<file path="src/rtl/serial_adder_pkg.sv">
// Shared definitions for the bit-serial adder/subtractor: FSM state encoding
// and the bit-counter width helper.
package serial_arith_pkg;

    typedef enum logic [1:0] {
        IDLE = 2'd0,
        RUN  = 2'd1,
        DONE = 2'd2
    } state_t;

    // Counter must hold 0..WIDTH, hence WIDTH+1 distinct values.
    function automatic int unsigned cnt_width(input int unsigned width);
        return int'($clog2(width + 1));
    endfunction

endpackage

</file>
<file path="src/rtl/serial_adder_if.sv">
// Start/busy/done handshake and operand/result bus of the serial adder.
interface serial_adder_if #(
    parameter int unsigned WIDTH = 8
);
    logic             start;
    logic             sub;
    logic [WIDTH-1:0] x;
    logic [WIDTH-1:0] y;
    logic             cin;
    logic             busy;
    logic             done;
    logic [WIDTH-1:0] s;
    logic             c;
    logic             ovf;

    modport master (
        output start, sub, x, y, cin,
        input  busy, done, s, c, ovf
    );

    modport slave (
        input  start, sub, x, y, cin,
        output busy, done, s, c, ovf
    );

endinterface

</file>
<file path="src/rtl/serial_adder_fa_bit.sv">
// One-bit full adder cell: the only arithmetic element of the serial adder.
module fa_bit (
    input  logic x,
    input  logic y,
    input  logic cin,
    output logic c,
    output logic s
);

    assign s = x ^ y ^ cin;
    assign c = (x & y) | (cin & (x ^ y));

endmodule

</file>
<file path="src/rtl/serial_adder.sv">
// Bit-serial adder/subtractor: one result bit per clock through a single
// full-adder cell, carry kept in a flop, start/busy/done handshake.
module serial_adder
    import serial_arith_pkg::*;
#(
    parameter int unsigned WIDTH = 8
) (
    input logic           clk,
    input logic           rst,
    serial_adder_if.slave bus
);

    localparam int unsigned CNT_W = cnt_width(WIDTH);
    localparam logic [CNT_W-1:0] LAST   = CNT_W'(WIDTH - 1);
    localparam logic [CNT_W-1:0] PENULT = (WIDTH > 1) ? CNT_W'(WIDTH - 2) : '0;

    state_t           state;
    logic [WIDTH-1:0] a_sh;
    logic [WIDTH-1:0] b_sh;
    logic [WIDTH-1:0] r_sh;
    logic [WIDTH-1:0] r_next;
    logic [CNT_W-1:0] cnt;
    logic             carry;
    logic             cmsb;
    logic             fa_c;
    logic             fa_s;

    logic             busy_q;
    logic             done_q;
    logic [WIDTH-1:0] s_q;
    logic             c_q;
    logic             ovf_q;

    fa_bit u_fa (
        .x   (a_sh[0]),
        .y   (b_sh[0]),
        .cin (carry),
        .c   (fa_c),
        .s   (fa_s)
    );

    // Shift the new sum bit in at the MSB; written as a shift of the
    // concatenation so it also holds for WIDTH == 1.
    assign r_next = WIDTH'({fa_s, r_sh} >> 1);

    always_ff @(posedge clk) begin
        if (rst) begin
            state  <= IDLE;
            a_sh   <= '0;
            b_sh   <= '0;
            r_sh   <= '0;
            cnt    <= '0;
            carry  <= 1'b0;
            cmsb   <= 1'b0;
            busy_q <= 1'b0;
            done_q <= 1'b0;
            s_q    <= '0;
            c_q    <= 1'b0;
            ovf_q  <= 1'b0;
        end else begin
            done_q <= 1'b0;
            case (state)
                IDLE, DONE: begin
                    if (bus.start) begin
                        a_sh   <= bus.x;
                        b_sh   <= bus.sub ? ~bus.y : bus.y;
                        carry  <= bus.sub ^ bus.cin;
                        // Covers WIDTH == 1, where the first bit is the MSB.
                        cmsb   <= bus.sub ^ bus.cin;
                        cnt    <= '0;
                        busy_q <= 1'b1;
                        state  <= RUN;
                    end else begin
                        state  <= IDLE;
                    end
                end
                RUN: begin
                    carry <= fa_c;
                    a_sh  <= a_sh >> 1;
                    b_sh  <= b_sh >> 1;
                    r_sh  <= r_next;
                    cnt   <= cnt + 1'b1;
                    // Carry leaving bit WIDTH-2 is the carry into the MSB.
                    if ((WIDTH > 1) && (cnt == PENULT)) begin
                        cmsb <= fa_c;
                    end
                    if (cnt == LAST) begin
                        s_q    <= r_next;
                        c_q    <= fa_c;
                        ovf_q  <= cmsb ^ fa_c;
                        done_q <= 1'b1;
                        busy_q <= 1'b0;
                        state  <= DONE;
                    end
                end
                default: begin
                    busy_q <= 1'b0;
                    state  <= IDLE;
                end
            endcase
        end
    end

    assign bus.busy = busy_q;
    assign bus.done = done_q;
    assign bus.s    = s_q;
    assign bus.c    = c_q;
    assign bus.ovf  = ovf_q;

endmodule
</file>
<file path="src/flat_wrapper.sv">
// flat-port wrapper written by rule: the top's interface ports become plain ports
module serial_adder_flat import serial_arith_pkg::*;
#(
    parameter int unsigned WIDTH = 8
)
  (clk, rst, bus_start, bus_sub, bus_x, bus_y, bus_cin, bus_busy, bus_done, bus_s, bus_c, bus_ovf);
  serial_adder_if #(.WIDTH(WIDTH)) bus_i ();
  input logic clk;
  input logic rst;
  input wire logic [$bits(bus_i.start)-1:0] bus_start;
  input wire logic [$bits(bus_i.sub)-1:0] bus_sub;
  input wire logic [$bits(bus_i.x)-1:0] bus_x;
  input wire logic [$bits(bus_i.y)-1:0] bus_y;
  input wire logic [$bits(bus_i.cin)-1:0] bus_cin;
  output wire logic [$bits(bus_i.busy)-1:0] bus_busy;
  output wire logic [$bits(bus_i.done)-1:0] bus_done;
  output wire logic [$bits(bus_i.s)-1:0] bus_s;
  output wire logic [$bits(bus_i.c)-1:0] bus_c;
  output wire logic [$bits(bus_i.ovf)-1:0] bus_ovf;
  assign bus_i.start = bus_start;
  assign bus_i.sub = bus_sub;
  assign bus_i.x = bus_x;
  assign bus_i.y = bus_y;
  assign bus_i.cin = bus_cin;
  assign bus_busy = bus_i.busy;
  assign bus_done = bus_i.done;
  assign bus_s = bus_i.s;
  assign bus_c = bus_i.c;
  assign bus_ovf = bus_i.ovf;
  serial_adder #(.WIDTH(WIDTH)) u_core (.clk(clk), .rst(rst), .bus(bus_i));
endmodule
</file>
<file path="config.mk">
export PLATFORM = sky130hd
export DESIGN_NAME = serial_adder_flat
export DESIGN_NICKNAME = d
export VERILOG_FILES = /design/src/rtl/serial_adder_pkg.sv /design/src/rtl/serial_adder_if.sv /design/src/rtl/serial_adder_fa_bit.sv /design/src/rtl/serial_adder.sv /design/src/flat_wrapper.sv
export SDC_FILE = /design/constraint.sdc
export NUM_CORES = 1
export LEC_CHECK = 0
export BUFFER_PORTS_ARGS = -buffer_cell sky130_fd_sc_hd__buf_2
export CAP_MARGIN = 20
export CORE_ASPECT_RATIO = 1.1
export CORE_MARGIN = 2
export CORE_UTILIZATION = 30
export CTS_BUF_LIST = sky130_fd_sc_hd__clkbuf_4 sky130_fd_sc_hd__clkbuf_8
export DETAILED_ROUTE_END_ITERATION = 8
export PLACE_DENSITY = 0.61
export SLEW_MARGIN = 40
export SYNTH_ARGS = -nofsm -noshare
export SYNTH_HDL_FRONTEND = slang
export SYNTH_SLANG_ARGS = --single-unit
export TNS_END_PERCENT = 30
</file>
<file path="constraint.sdc">
create_clock -name clk -period 1.35 [get_ports clk]
set_input_delay 0.27 -clock clk [delete_from_list [all_inputs] [get_ports clk]]
set_output_delay 0.27 -clock clk [all_outputs]
set_load 0.02 [all_outputs]
</file>
# Word-level counts from Yosys, hierarchy flattened
# Index checks and enable logic that the tools add are counted.
[totals]
inputBits = 21
ff_bits = 44
output_inout_bits = 12
word_cells = 55
[classes]
n_eq_ne = 7
bitwise_logic = 9
n_reduce_logical = 8
mux = 18
n_addsub = 1
[op_table]
columns = ["op", "n"]
rows = [
  ["8-bit case mux with 2 select lines", 2],
  ["8-bit 2-to-1 mux", 3],
  ["4-bit by 3-bit == test with 1-bit output, second input constant", 2],
  ["8-bit inverter", 1],
  ["4-bit case mux with 2 select lines", 1],
  ["1-bit 2-to-1 mux", 6],
  ["1-bit case mux with 2 select lines", 3],
  ["2-bit AND reduction", 3],
  ["4-bit by 1-bit adder with 4-bit output, second input constant", 1],
  ["4-bit 2-to-1 mux", 1],
  ["2-bit by 1-bit inequality test with 1-bit output, second input constant", 2],
  ["2-bit case mux with 2 select lines", 1],
  ["2-bit OR reduction", 2],
  ["1-bit bitwise XOR", 4],
  ["3-bit AND reduction", 1],
  ["1-bit bitwise AND", 2],
  ["2-bit by 1-bit == test with 1-bit output, second input constant", 1],
  ["2-bit == test, second input constant", 1],
  ["2-bit logical NOT", 1],
  ["2-bit 2-to-1 mux", 1],
  ["2-bit inequality test, second input constant", 1],
  ["2-bit nonzero test", 1],
  ["1-bit inverter", 1],
  ["1-bit OR", 1],
]

# Depth between registers and ports, before layout
[depth]
depth_word = 5
depth_mapped = 6
ltp_nobuf = 5

# Cells and area by module
# From an unflattened synthesis, not the netlist that was laid out.
[hier_totals]
cells_unflattened = 206
hier_area_um2 = 1779.2
[by_module_without_submodules]
columns = ["mod", "cells_each", "area_each_um2", "instances", "seq_area_each_um2"]
rows = [
  ["serial_adder", 205, 1759.2, 1, 860.8],
  ["fa_bit", 1, 20.0, 1, 0.0],
]

# Least setup slack after synthesis
# No wires, ideal clock.
[synth_timing]
path_type = "register -> register"
from = "reg u_core.a_sh[0]"
to = "reg u_core.cmsb"
t_required_ns = 1.222
setup_ns = 0.128
t_arrival_ns = 1.201
slack_ns = 0.021
path_stages_with_launch = 5
cell_sequence = "dfxtp_1 > fa_1 > mux2_2 > mux2i_1 > nor2_1"
[synth_between]
elab_chain_len = 5
elab_cells_between_ends = 6
cone_classes = "mux: 2; bitwise: 4"
[synth_lines]
columns = ["element", "line_no", "rtl"]
rows = [
  ["from (decl)", "serial_adder.sv:18", "logic [WIDTH-1:0] a_sh;"],
  ["from (signal assigned)", "serial_adder.sv:65", "a_sh <= bus.x;"],
  ["from (signal assigned)", "serial_adder.sv:79", "a_sh <= a_sh >> 1;"],
  ["1-bit bitwise XOR", "serial_adder_fa_bit.sv:11", "assign c = (x & y) | (cin & (x ^ y));"],
  ["1-bit bitwise AND", "serial_adder_fa_bit.sv:11", ""],
  ["1-bit OR (*)", "serial_adder_fa_bit.sv:11", ""],
  ["via u_core.fa_c", "serial_adder.sv:25", "logic fa_c;"],
  ["1-bit 2-to-1 mux (*)", "serial_adder.sv:84", "if ((WIDTH > 1) && (cnt == PENULT)) begin"],
  ["1-bit case mux with 2 select lines (*)", "serial_adder.sv:62", "case (state)"],
  ["to (signal assigned)", "serial_adder.sv:69", "cmsb <= bus.sub ^ bus.cin;"],
  ["to (decl)", "serial_adder.sv:24", "logic cmsb;"],
]
# Mark *: on every way through the listed nets, which the timed path passes. The rest lies on a longest branch. The select of a mux whose other input is x is not followed.
# A chain may end at the register's enable or synchronous reset.

# Final worst setup path
# Same ends and word-level chain as after synthesis.

==> summary.md <==
| Metric | Value |
|---|---|
| DRT Pass-1 Iters | 5 |
| Crit path max fanout | 2 |
| Setup crit end kind | register |
| Compound-cell area share of the yosys netlist | 18.6% |
| Final Hold Fails | 0 |
| Area Growth Syn to Fin | 26.7% |
| Htree depth | 2 |
| Setup Viol. Count Final | 0 |
| Pre-CTS WS | 0.0104 ns |
| Worst-Skew Late Latency | 0.29 ns |
| Slew @ Worst Pin | 0.215 ns |
| Post-Synth Adder-Cell Area | 2.55% |
| Post-Route WL | 3.66 mm |
| Buf/Inv on CP | 0 |
| Yosys reg bits | 43 |
| Comb power frac | 13.9% |
| # nets final | 271 |
| Initial antenna violation count | 0 |
| Mapped Cells | 204 |
| Final core occ | 39.1% |
| Area share of xor/xnor cells in the synthesized design | 4.95% |
| Max clock buf depth | 2 |
| Top cell type's share of synthesized area | 48.7% |
| DRC viols | 0 |
| Worst reg-to-reg setup slack | 0.06 ns |
| Number of I/O pins | 33 |
| WL per Instance | 11.2 µm |
| Synth Cell Area | 0.00177 mm² |
| CTS buffer count | 5 |
| Worst path top cell family by delay | multiplexers |
| Post-synthesis sequential area ratio | 48.7% |
| CP Launch Type | register |
| CP required | 1.54 ns |
| Total track usage | 11.9% |
| # Max-Cap Violations | 0 |
| Commonest non-fill, non-tap cell in the layout | nand2_1 |
| Core area | 0.00573 mm² |
| Total negative slack | 0 ns |
| Fmax | 774 MHz |
| CTS tree | done |
| CP max stage delay | 0.39 ns |
| Commonest cells after routing, fill and taps aside | nand2_1 (47), dfxtp_1 (41), a21oi_1 (36), buf_2 (33) |
| Number of global-route vias before repair | 1433 |
| Mux cell area share after synthesis | 2.34% |
| Antenna viol nets, final | 0 |
| Die height | 84.5 µm |
| Syn Nets | 228 |
| Rows | 29 |
| Iter 0 DRT Violations | 74 |
| Main combinational cell family by area after synthesis | compound AO/OA/AOI/OAI gates |
| CP arrival | 1.48 ns |
| Clk pwr share | 32.3% |
| Simple-Gate Fraction of Synth Area | 17.6% |
| Post-Syn Area per Cell | 8.67 µm² |
| Diodes inserted | 0 |
| CP max stage cell | fa_2 |
| Gpl congestion | 0.776 |
| Synth area leaders | dfxtp_1 (49%), a21oi_1 (10%), nand2_1 (10%) |
| Hpwl dp | 2.59 mm |
| Initial Utilization | 30.8% |
| Die area | 0.00652 mm² |
| Via Count | 1485 |
| VDD IR max | 0.516 mV |
| Pint | 1850 µW |
| Leakage power | 0.000904 µW |
| Minimum clock period | 1.29 ns |
| Vias per cell | 4.57 |
| Largest net degree at the start of global routing | 20 |
| Ys Warns | 0 |
| Slew margin rel. | 85.6% |
| Total global routing overflow | 0 |
| Fin crit share | 95.7% |
| Status | finished clean |
| Post-CTS Hold Buffers | 0 |
| Switch share | 26.3% |
| Post-synth top area cell | dfxtp_1 |
| Root Driver | clkbuf_8 |
| Clock Sinks | 43 |
| Hold Crit Class | in -> reg |
| Layout cells sized above 1 | 27.8% |
| Critical path type | reg -> reg |
| Worst clock skew | 0.00563 ns |
| Max-slew violations | 0 |
| Cell Chain, Critical Path | fa_2, mux2_4, mux2i_1, nor2_1 |
| First-pass GRT wire length | 6.27 mm |
| PwrDens | 1120 mW/mm² |
| Die width | 77.2 µm |
| Worst-path clk slew | 0.08 ns |
| RSZ-0062 raised after global routing | yes |
| Final worst slack | 0.0574 ns |
| Library cells used by synthesis | 27 |
| Seq pwr share | 53.8% |
| Sw Pwr | 661 µW |
| Port Buffer Count | 32 |
flip-flops by register name, indices dropped and copies added (netlist names):
name / flops
u_core.r_sh: 7
u_core.carry: 1
u_core.bus.s: 8
u_core.b_sh: 8
u_core.a_sh: 8
u_core.state: 2
u_core.bus.done: 1
u_core.cnt: 4
u_core.bus.c: 1
u_core.cmsb: 1
u_core.bus.ovf: 1
u_core.bus.busy: 1
layer usage:
metal  up-vias  track usage, %  part of all wire (%)
met3         0            3.76                   4.1
li1        770               -                     -
met5         -               0                     0
met2        32            19.8                    49
met4         0            3.41                     0
met1       683            14.6                    47
Yosys cell counts (all sizes together):
master / count
and3b: 1
buf: 9
xnor2: 1
mux2i: 3
mux2: 1
nand3b: 1
o21ai: 1
dfxtp: 43
a41oi: 1
xor2: 9
nand2: 47
nand4: 1
nand2b: 1
a22oi: 16
ha: 2
inv: 2
nor3b: 1
a21oi: 36
fa: 1
a211oi: 1
clkbuf: 6
nor2: 18
nor2b: 2
cell families (layout without fill, tap and decap cells):
group                    Yosys count  in the layout
multiplexers                       4              4
adder cells (fa/ha/maj)            3              3
AND/OR/NAND/NOR                   72             72
AO/OA/AOI/OAI                     55             55
buffers and inverters             17             61
flip-flops                        43             43
XOR/XNOR                          10             10
final timing paths:
kind                   start              end  depth (start not counted)
min                 bus_x[1]   u_core.a_sh[1]                          3
max           u_core.a_sh[0]      u_core.cmsb                          4
min reg2reg  u_core.bus.s[4]  u_core.bus.s[4]                          2
max reg2reg   u_core.a_sh[0]      u_core.cmsb                          4
what timing repair did:
action	in CTS	in global routing
setup endpoints to repair	1	5
resized for setup	1	7
gates cloned	0	1
setup buffers	0	2
pin swaps	0	2
power by group through the flow:
stage	registers, µW	logic [µW]	clock network (µW)
2_1_floorplan	1380	213	0
6_report	1350	349	811
3_5_place_dp	1380	326	0
5_1_grt	1360	390	914
3_3_place_gp	1380	323	0
4_1_cts	1350	329	859
per-stage QoR:
| stage | hold slack, ns | instances | power (µW) | cell area [µm²] |
|---|---|---|---|---|
| 2_1_floorplan | 0.431 | 204 | 1590 | 1770 |
| 3_3_place_gp | 0.439 | 314 | 1700 | 2100 |
| 3_5_place_dp | 0.443 | 314 | 1710 | 2100 |
| 4_1_cts | 0.238 | 322 | 2540 | 2190 |
| 5_1_grt | 0.251 | 325 | 2660 | 2240 |
| 6_report | 0.249 | 325 | 2510 | 2240 |
final cells by class:
cell class              count  area, µm²
well taps                  77       96.3
multi-input cells         144        833
repair buffers             51        350
inverters                   2       7.51
flip-flops and latches     43        863
fillers                   632       3490
clock buffers               5       68.8
clock inverters             3       20.0
worst min-delay path: cells and delay by family:
family,cells,cell delay (ns)
AOI/OAI and AO/OA,2,0.16
buffers and inverters,1,0.07
(Power assumes the default switching activity.)
